`config.mk`:
```
export PLATFORM = sky130hd
export DESIGN_NAME = adpcm_chan_sched_flat
export DESIGN_NICKNAME = d
export VERILOG_FILES = /design/src/rtl/adpcm_chan_sched_if.sv /design/src/rtl/adpcm_chan_sched.sv /design/src/flat_wrapper.sv
export SDC_FILE = /design/constraint.sdc
export NUM_CORES = 1
export LEC_CHECK = 0
export CAP_MARGIN = 20
export CORE_ASPECT_RATIO = 1.1
export CORE_MARGIN = 5
export CORE_UTILIZATION = 35
export CTS_CLUSTER_DIAMETER = 30
export CTS_CLUSTER_SIZE = 20
export DETAILED_ROUTE_END_ITERATION = 10
export SLEW_MARGIN = 20
export SYNTH_ARGS = -nofsm -noshare
export SYNTH_HDL_FRONTEND = slang
export SYNTH_SLANG_ARGS = --single-unit
```
`constraint.sdc`:
```
create_clock -name clk -period 5.85 [get_ports clk]
set_input_delay 1.4625 -clock clk [delete_from_list [all_inputs] [get_ports clk]]
set_output_delay 1.4625 -clock clk [all_outputs]
set_load 0.01 [all_outputs]
```
`src/rtl/adpcm_chan_sched_if.sv`:
```
`default_nettype none
// ============================================================================
// Module   : adpcm_chan_sched_if
// Purpose  : Frame-sync, config-table, datapath handshake and status bundle
//            between the channel scheduler and its environment.
// Revision : 1.0 - initial release
// ============================================================================
interface adpcm_chan_sched_if #(
    parameter int CH_W = 5
);
    logic            fs;
    logic            cfg_we;
    logic [CH_W-1:0] cfg_addr;
    logic [4:0]      cfg_wdata;
    logic            clr_err;
    logic            done;
    logic            start;
    logic [CH_W-1:0] chan;
    logic [1:0]      rate;
    logic            law;
    logic            dec;
    logic            busy;
    logic            overrun;
    logic            timeout;

    // Scheduler side: drives the datapath request and status
    modport master (
        input  fs, cfg_we, cfg_addr, cfg_wdata, clr_err, done,
        output start, chan, rate, law, dec, busy, overrun, timeout
    );

    // Environment side: frame timing, config host and ADPCM datapath
    modport slave (
        output fs, cfg_we, cfg_addr, cfg_wdata, clr_err, done,
        input  start, chan, rate, law, dec, busy, overrun, timeout
    );
endinterface
`default_nettype wire

```
`src/rtl/adpcm_chan_sched.sv`:
```
`default_nettype none
// ============================================================================
// Module   : adpcm_chan_sched
// Purpose  : Per-frame scheduler that time-shares one ADPCM datapath across
//            NCH TDM channels, one start/done transaction per enabled channel,
//            with sticky overrun and timeout fault flags.
// Options  : ADPCM_SCHED_STATS_EN adds frame_cycles (cycles per last frame).
// Revision : 1.0 - initial release
// ============================================================================
module adpcm_chan_sched #(
    parameter int NCH     = 32,
    parameter int CH_W    = 5,
    parameter int TIMEOUT = 255
) (
    input  wire logic          clk,
    input  wire logic          reset,
    input  wire logic          scan_in0,
    input  wire logic          scan_in1,
    input  wire logic          scan_in2,
    input  wire logic          scan_in3,
    input  wire logic          scan_in4,
    input  wire logic          scan_enable,
    input  wire logic          test_mode,
    output logic               scan_out0,
    output logic               scan_out1,
    output logic               scan_out2,
    output logic               scan_out3,
    output logic               scan_out4,
`ifdef ADPCM_SCHED_STATS_EN
    output logic [15:0]        frame_cycles,
`endif
    adpcm_chan_sched_if.master bus
);

    typedef enum logic [1:0] {
        IDLE  = 2'd0,
        SCAN  = 2'd1,
        START = 2'd2,
        WAIT  = 2'd3
    } state_t;

    localparam logic [CH_W-1:0] c_last_ptr = CH_W'(NCH - 1);
    localparam logic [7:0]      c_tmo_last = 8'(TIMEOUT - 1);

    state_t          r_state;
    state_t          w_state_nxt;
    logic [CH_W-1:0] r_ptr;
    logic [CH_W-1:0] w_ptr_nxt;
    logic [7:0]      r_tmo_cnt;
    logic [7:0]      w_tmo_cnt_nxt;
    logic            w_latch;
    logic            w_tmo_hit;
    logic            w_ovr_set;

    // Table entry layout: {en, dec, law, rate[1:0]}
    logic [4:0]      r_cfg [NCH];
    logic [4:0]      w_cur_cfg;

    logic [CH_W-1:0] r_chan;
    logic [1:0]      r_rate;
    logic            r_law;
    logic            r_dec;
    logic            r_overrun;
    logic            r_timeout;

    assign w_cur_cfg = r_cfg[r_ptr];
    // fs is only accepted in IDLE; anything else (including the cycle the
    // walk finishes) is an overrun and the pulse is dropped.
    assign w_ovr_set = bus.fs & (r_state != IDLE);

    // Next-state, pointer and wait-counter decode
    always_comb begin
        w_state_nxt   = r_state;
        w_ptr_nxt     = r_ptr;
        w_tmo_cnt_nxt = r_tmo_cnt;
        w_latch       = 1'b0;
        w_tmo_hit     = 1'b0;
        case (r_state)
            IDLE: begin
                if (bus.fs) begin
                    w_state_nxt = SCAN;
                    w_ptr_nxt   = '0;
                end
            end
            SCAN: begin
                if (w_cur_cfg[4]) begin
                    w_latch     = 1'b1;
                    w_state_nxt = START;
                end else if (r_ptr == c_last_ptr) begin
                    w_state_nxt = IDLE;
                    w_ptr_nxt   = '0;
                end else begin
                    w_ptr_nxt   = r_ptr + CH_W'(1);
                end
            end
            START: begin
                w_tmo_cnt_nxt = '0;
                w_state_nxt   = WAIT;
            end
            WAIT: begin
                // done wins over a timeout landing on the same cycle
                if (bus.done || (r_tmo_cnt == c_tmo_last)) begin
                    w_tmo_hit = ~bus.done;
                    if (r_ptr == c_last_ptr) begin
                        w_state_nxt = IDLE;
                        w_ptr_nxt   = '0;
                    end else begin
                        w_state_nxt = SCAN;
                        w_ptr_nxt   = r_ptr + CH_W'(1);
                    end
                end else begin
                    w_tmo_cnt_nxt = r_tmo_cnt + 8'd1;
                end
            end
            default: begin
                w_state_nxt = IDLE;
                w_ptr_nxt   = '0;
            end
        endcase
    end

    // State, channel pointer and wait counter registers
    always_ff @(posedge clk) begin
        if (reset) begin
            r_state   <= IDLE;
            r_ptr     <= '0;
            r_tmo_cnt <= '0;
        end else begin
            r_state   <= w_state_nxt;
            r_ptr     <= w_ptr_nxt;
            r_tmo_cnt <= w_tmo_cnt_nxt;
        end
    end

    // Channel configuration table, writable at any time
    always_ff @(posedge clk) begin
        if (reset) begin
            for (int i = 0; i < NCH; i++) begin
                r_cfg[i] <= '0;
            end
        end else if (bus.cfg_we) begin
            r_cfg[bus.cfg_addr] <= bus.cfg_wdata;
        end
    end

    // Snapshot of the active channel's settings, frozen for the whole transaction
    always_ff @(posedge clk) begin
        if (reset) begin
            r_chan <= '0;
            r_rate <= '0;
            r_law  <= 1'b0;
            r_dec  <= 1'b0;
        end else if (w_latch) begin
            r_chan <= r_ptr;
            r_dec  <= w_cur_cfg[3];
            r_law  <= w_cur_cfg[2];
            r_rate <= w_cur_cfg[1:0];
        end
    end

    // Sticky fault flags; a new fault beats a simultaneous clear
    always_ff @(posedge clk) begin
        if (reset) begin
            r_overrun <= 1'b0;
            r_timeout <= 1'b0;
        end else begin
            if (w_ovr_set)        r_overrun <= 1'b1;
            else if (bus.clr_err) r_overrun <= 1'b0;
            if (w_tmo_hit)        r_timeout <= 1'b1;
            else if (bus.clr_err) r_timeout <= 1'b0;
        end
    end

    assign bus.start   = (r_state == START);
    assign bus.busy    = (r_state != IDLE);
    assign bus.chan    = r_chan;
    assign bus.rate    = r_rate;
    assign bus.law     = r_law;
    assign bus.dec     = r_dec;
    assign bus.overrun = r_overrun;
    assign bus.timeout = r_timeout;

`ifdef ADPCM_SCHED_STATS_EN
    logic [15:0] r_frame_run;
    logic [15:0] r_frame_cycles;
    logic [15:0] w_run_inc;

    assign w_run_inc = (r_frame_run == 16'hFFFF) ? r_frame_run : r_frame_run + 16'd1;

    // Count busy cycles of the current frame, publish the total on return to IDLE
    always_ff @(posedge clk) begin
        if (reset) begin
            r_frame_run    <= '0;
            r_frame_cycles <= '0;
        end else if (r_state == IDLE) begin
            if (w_state_nxt == SCAN) r_frame_run <= '0;
        end else begin
            r_frame_run <= w_run_inc;
            if (w_state_nxt == IDLE) r_frame_cycles <= w_run_inc;
        end
    end

    assign frame_cycles = r_frame_cycles;
`endif

    // Chains are stitched at scan insertion; the functional path never sees
    // these, and they stay quiet outside shift in test mode.
    assign scan_out0 = test_mode & scan_enable & scan_in0;
    assign scan_out1 = test_mode & scan_enable & scan_in1;
    assign scan_out2 = test_mode & scan_enable & scan_in2;
    assign scan_out3 = test_mode & scan_enable & scan_in3;
    assign scan_out4 = test_mode & scan_enable & scan_in4;

endmodule
`default_nettype wire

```
`src/flat_wrapper.sv`:
```
// flat-port wrapper written by rule: the top's interface ports become plain ports
module adpcm_chan_sched_flat 
#(
    parameter int NCH     = 32,
    parameter int CH_W    = 5,
    parameter int TIMEOUT = 255
)
  (clk, reset, scan_in0, scan_in1, scan_in2, scan_in3, scan_in4, scan_enable, test_mode, scan_out0, scan_out1, scan_out2, scan_out3, scan_out4, bus_fs, bus_cfg_we, bus_cfg_addr, bus_cfg_wdata, bus_clr_err, bus_done, bus_start, bus_chan, bus_rate, bus_law, bus_dec, bus_busy, bus_overrun, bus_timeout);
  adpcm_chan_sched_if #(.CH_W(CH_W)) bus_i ();
  input  wire logic clk;
  input  wire logic reset;
  input  wire logic scan_in0;
  input  wire logic scan_in1;
  input  wire logic scan_in2;
  input  wire logic scan_in3;
  input  wire logic scan_in4;
  input  wire logic scan_enable;
  input  wire logic test_mode;
  output logic scan_out0;
  output logic scan_out1;
  output logic scan_out2;
  output logic scan_out3;
  output logic scan_out4;
  input wire logic [$bits(bus_i.fs)-1:0] bus_fs;
  input wire logic [$bits(bus_i.cfg_we)-1:0] bus_cfg_we;
  input wire logic [$bits(bus_i.cfg_addr)-1:0] bus_cfg_addr;
  input wire logic [$bits(bus_i.cfg_wdata)-1:0] bus_cfg_wdata;
  input wire logic [$bits(bus_i.clr_err)-1:0] bus_clr_err;
  input wire logic [$bits(bus_i.done)-1:0] bus_done;
  output wire logic [$bits(bus_i.start)-1:0] bus_start;
  output wire logic [$bits(bus_i.chan)-1:0] bus_chan;
  output wire logic [$bits(bus_i.rate)-1:0] bus_rate;
  output wire logic [$bits(bus_i.law)-1:0] bus_law;
  output wire logic [$bits(bus_i.dec)-1:0] bus_dec;
  output wire logic [$bits(bus_i.busy)-1:0] bus_busy;
  output wire logic [$bits(bus_i.overrun)-1:0] bus_overrun;
  output wire logic [$bits(bus_i.timeout)-1:0] bus_timeout;
  assign bus_i.fs = bus_fs;
  assign bus_i.cfg_we = bus_cfg_we;
  assign bus_i.cfg_addr = bus_cfg_addr;
  assign bus_i.cfg_wdata = bus_cfg_wdata;
  assign bus_i.clr_err = bus_clr_err;
  assign bus_i.done = bus_done;
  assign bus_start = bus_i.start;
  assign bus_chan = bus_i.chan;
  assign bus_rate = bus_i.rate;
  assign bus_law = bus_i.law;
  assign bus_dec = bus_i.dec;
  assign bus_busy = bus_i.busy;
  assign bus_overrun = bus_i.overrun;
  assign bus_timeout = bus_i.timeout;
  adpcm_chan_sched #(.NCH(NCH), .CH_W(CH_W), .TIMEOUT(TIMEOUT)) u_core (.clk(clk), .reset(reset), .scan_in0(scan_in0), .scan_in1(scan_in1), .scan_in2(scan_in2), .scan_in3(scan_in3), .scan_in4(scan_in4), .scan_enable(scan_enable), .test_mode(test_mode), .scan_out0(scan_out0), .scan_out1(scan_out1), .scan_out2(scan_out2), .scan_out3(scan_out3), .scan_out4(scan_out4), .bus(bus_i));
endmodule
```
==> impl_metrics.py <==
metrics = {
    "run_status": {
        "status": "finished clean",
    },
    "synthesis": {
        "synth_mux_area_share_pct": 12.4,
        "synth_area_sq_um": 8960,
        "ys_ff_latch": 191,
        "synthArstFlopShare_pct": 0,
        "synth_top_family_by_area": "simple AND/OR/NAND/NOR gates",
        "synth_area_leaders": "edfxtp_1 (54%), and2_1 (11%), mux4_2 (11%)",
        "ys_warn_count": 0,
        "synthAdderAreaFrac_pct": 0.558,
        "syn_nets": 692,
        "synth-edff-count": 160,
        "synth_compound_area_share_pct": 6.28,
        "syn_avg_cell_area_sq_um": 13.5,
        "seq_area_frac_synth_pct": 60.5,
        "synth_top_area_cell": "edfxtp_1",
        "synthTopCellsByCount": "and2_1 (160), edfxtp_1 (160), nor2_1 (59)",
        "netlist_instances": 665,
        "synth-main-ff-cell": "edfxtp_1",
        "synth_xor_area_share_pct": 0.293,
        "synth_top_area_share_pct": 53.6,
        "ys_types": 54,
        "synth-simple-area-share_pct": 17.2,
    },
    "detailed_routing": {
        "vias": 5320,
        "wl_per_cell_um": 19.4,
        "avgViaCountPerCell": 5.06,
        "drt-total-wl_um": 20400,
        "drc": 0,
        "drtIter0Drc": 447,
        "drtPass1Iterations": 5,
        "ant_nets": 0,
    },
    "worst_setup_path": {
        "cp_max_fo": 5,
        "cp.required_ns": 4.39,
        "cp_slowest_cell": "clkdlybuf4s50_1",
        "crit_path_start_kind": "input port",
        "path_cells": "clkdlybuf4s50_1, and3_1, clkdlybuf4s50_1",
        "rrSetupSlack_ns": 2.41,
        "rr_worst_depth": 7,
        "cpPeakStageDelay_ns": 0.53,
        "criticalPathCategory": "in -> out",
        "cp_common_cell": "clkdlybuf4s50_1",
        "end_kind": "primary output",
        "crit_arrival_ns": 2.65,
    },
    "clock_tree": {
        "post_cts_buffers": 0,
        "clk_latency_ns": 0.44,
        "cts_tree": "done",
        "cts-root-buf": "clkbuf_16",
        "cts_resized": 0,
        "cts-buffers-inserted": 17,
        "cts_hold_buf": 0,
        "h-tree-depth": 4,
        "cts.path.max_buffers": 2,
        "clk_pin_slew_ns": 0.07,
        "cts.sinks": 191,
    },
    "pwr": {
        "total_power_mw": 2.95,
        "power.density_nw_per_um2": 289,
        "peakVddDrop_mv": 0.220,
        "total_leakage_power_nw": 3.34,
    },
    "worst_hold_path": {
        "worstHoldPathCells": 2,
        "min_from": "u_core.bus.chan[2]$_SDFFE_PP0P_",
        "holdPathEnd": "u_core.bus.chan[2]$_SDFFE_PP0P_",
        "hp-class": "reg -> reg",
    },
    "final_layout": {
        "drive_gt1_share_pct": 14.3,
        "fillers": 2379,
        "area_growth_pct": 14.1,
        "final_cell_area_sq_um": 10200,
        "n_antenna_cell": 0,
        "nets": 719,
        "finalNonFillerCells": 1051,
        "finish.utilization_pct": 40.5,
    },
    "grt": {
        "grt_pass1_wl_um": 31400,
        "overflow": 0,
        "grt_pass1_vias": 5368,
        "grt_max_degree": 33,
        "antenna_found_initial": 0,
        "grt_util_all_layers_pct": 14.6,
    },
    "floorplanning": {
        "fp-row-count": 61,
        "ioPinCount": 41,
        "die_area_sq_um": 28900,
        "fp.dieW_um": 163,
        "start_util_pct": 35.5,
        "die_h_um": 178,
        "core_sq_um": 25300,
    },
    "timing": {
        "hold_viol_final": 0,
        "slew_headroom_pct": 23.6,
        "fin_skew_ns": 0.0119,
        "clock.fmax_mhz": 243,
        "period_needed_ns": 4.12,
        "fin_crit_sh_pct": 70.3,
        "tightest_slew_ns": 1.14,
        "fin_tns_setup_ns": 0,
        "final_max_slew_viol_count": 0,
        "setup_viol": 0,
        "grt_setup_unrepaired": "false",
    },
    "place": {
        "placed_area_sq_um": 9660,
        "port_buffers": 40,
        "dpl.hpwl_um": 13400,
        "place_congestion": 0.785,
        "dp_cells": 1019,
    },
    "run": {
        "drv_cap": 0,
    },
}
stage by stage:
stage	setup slack [ns]	hold slack, ns
after floorplan	2.71	0.448
after global placement	1.46	0.444
after detailed placement	1.38	0.447
after CTS	1.73	0.458
after global routing	1.66	0.475
final	1.73	0.454
layout by cell type (no fill, tap or decap), types with 5 or more instances in the layout:
cell	instances
dfxtp_1	29
nor2_1	59
a21oi_1	16
clkdlybuf4s50_1	40
mux2i_1	8
nand3_1	5
nand4_1	6
and3_1	7
nand2_1	26
and2_1	160
mux4_2	43
buf_4	10
o21ai_0	36
clkbuf_16	17
inv_1	6
edfxtp_1	160
flip-flops by register name (all words and copies together), names as in the netlist, named ones only:
name / cells
u_core.r_state: 1
u_core.bus.chan: 5
u_core.bus.dec: 1
u_core.bus.timeout: 1
u_core.bus.law: 1
u_core.r_tmo_cnt: 8
u_core.r_cfg: 160
u_core.bus.overrun: 1
u_core.r_ptr: 5
u_core.bus.rate: 2
area by class of cell:
class | count | area, sq um | area share [%]
clock buffer | 17 | 425 | 4.16
multi-input combinational | 424 | 3300 | 32.3
timing repair buffer | 50 | 475 | 4.65
inverter | 8 | 30.0 | 0.294
tap | 346 | 433 | 4.23
sequential | 191 | 5430 | 53.1
clock inverter | 15 | 128 | 1.25
report_power, final:
| group | internal (mW) | switching, mW | total, mW |
|---|---|---|---|
| Clock | 0.558 | 0.539 | 1.10 |
| Combinational | 0.124 | 0.150 | 0.274 |
| Sequential | 1.54 | 0.0425 | 1.58 |
| Total | 2.22 | 0.732 | 2.95 |
worst max path at each step:
| stage | end | from | slack (ns) |
|---|---|---|---|
| 4_1_cts | scan_out2 | scan_enable | 1.73 |
| 5_1_grt | scan_out0 | scan_enable | 1.66 |
| 3_3_place_gp | u_core.r_cfg[15][0]$_SDFFCE_PN0P_ | reset | 1.46 |
| 6_report | scan_out2 | test_mode | 1.73 |
| 3_5_place_dp | u_core.r_cfg[3][4]$_SDFFCE_PN0P_ | reset | 1.38 |
| 2_1_floorplan | u_core.r_cfg[0][0]$_SDFFCE_PN0P_ | reset | 2.71 |
layer usage:
layer | global-route usage [%] | part of all wire, % | wire (um)
met1 | 19.5 | 45 | 9120
met2 | 23.3 | 47 | 9590
met5 | 0 | 0 | 0
met3 | 3.72 | 6.2 | 1260
met4 | 4.86 | 2.2 | 445
logic make-up (layout without fill, tap and decap cells):
group	Yosys count	after routing
buf+inv	50	90
xor+xnor	3	3
compound gates	82	82
fa+ha+maj	4	4
flops	191	191
mux	55	55
simple gates	280	280
worst max-delay path: cells and delay by family:
| kind | cells | cell delay [ns] |
|---|---|---|
| buffers and inverters | 2 | 1.04 |
| AND/OR/NAND/NOR | 1 | 0.16 |
(Power assumes the default switching activity.)
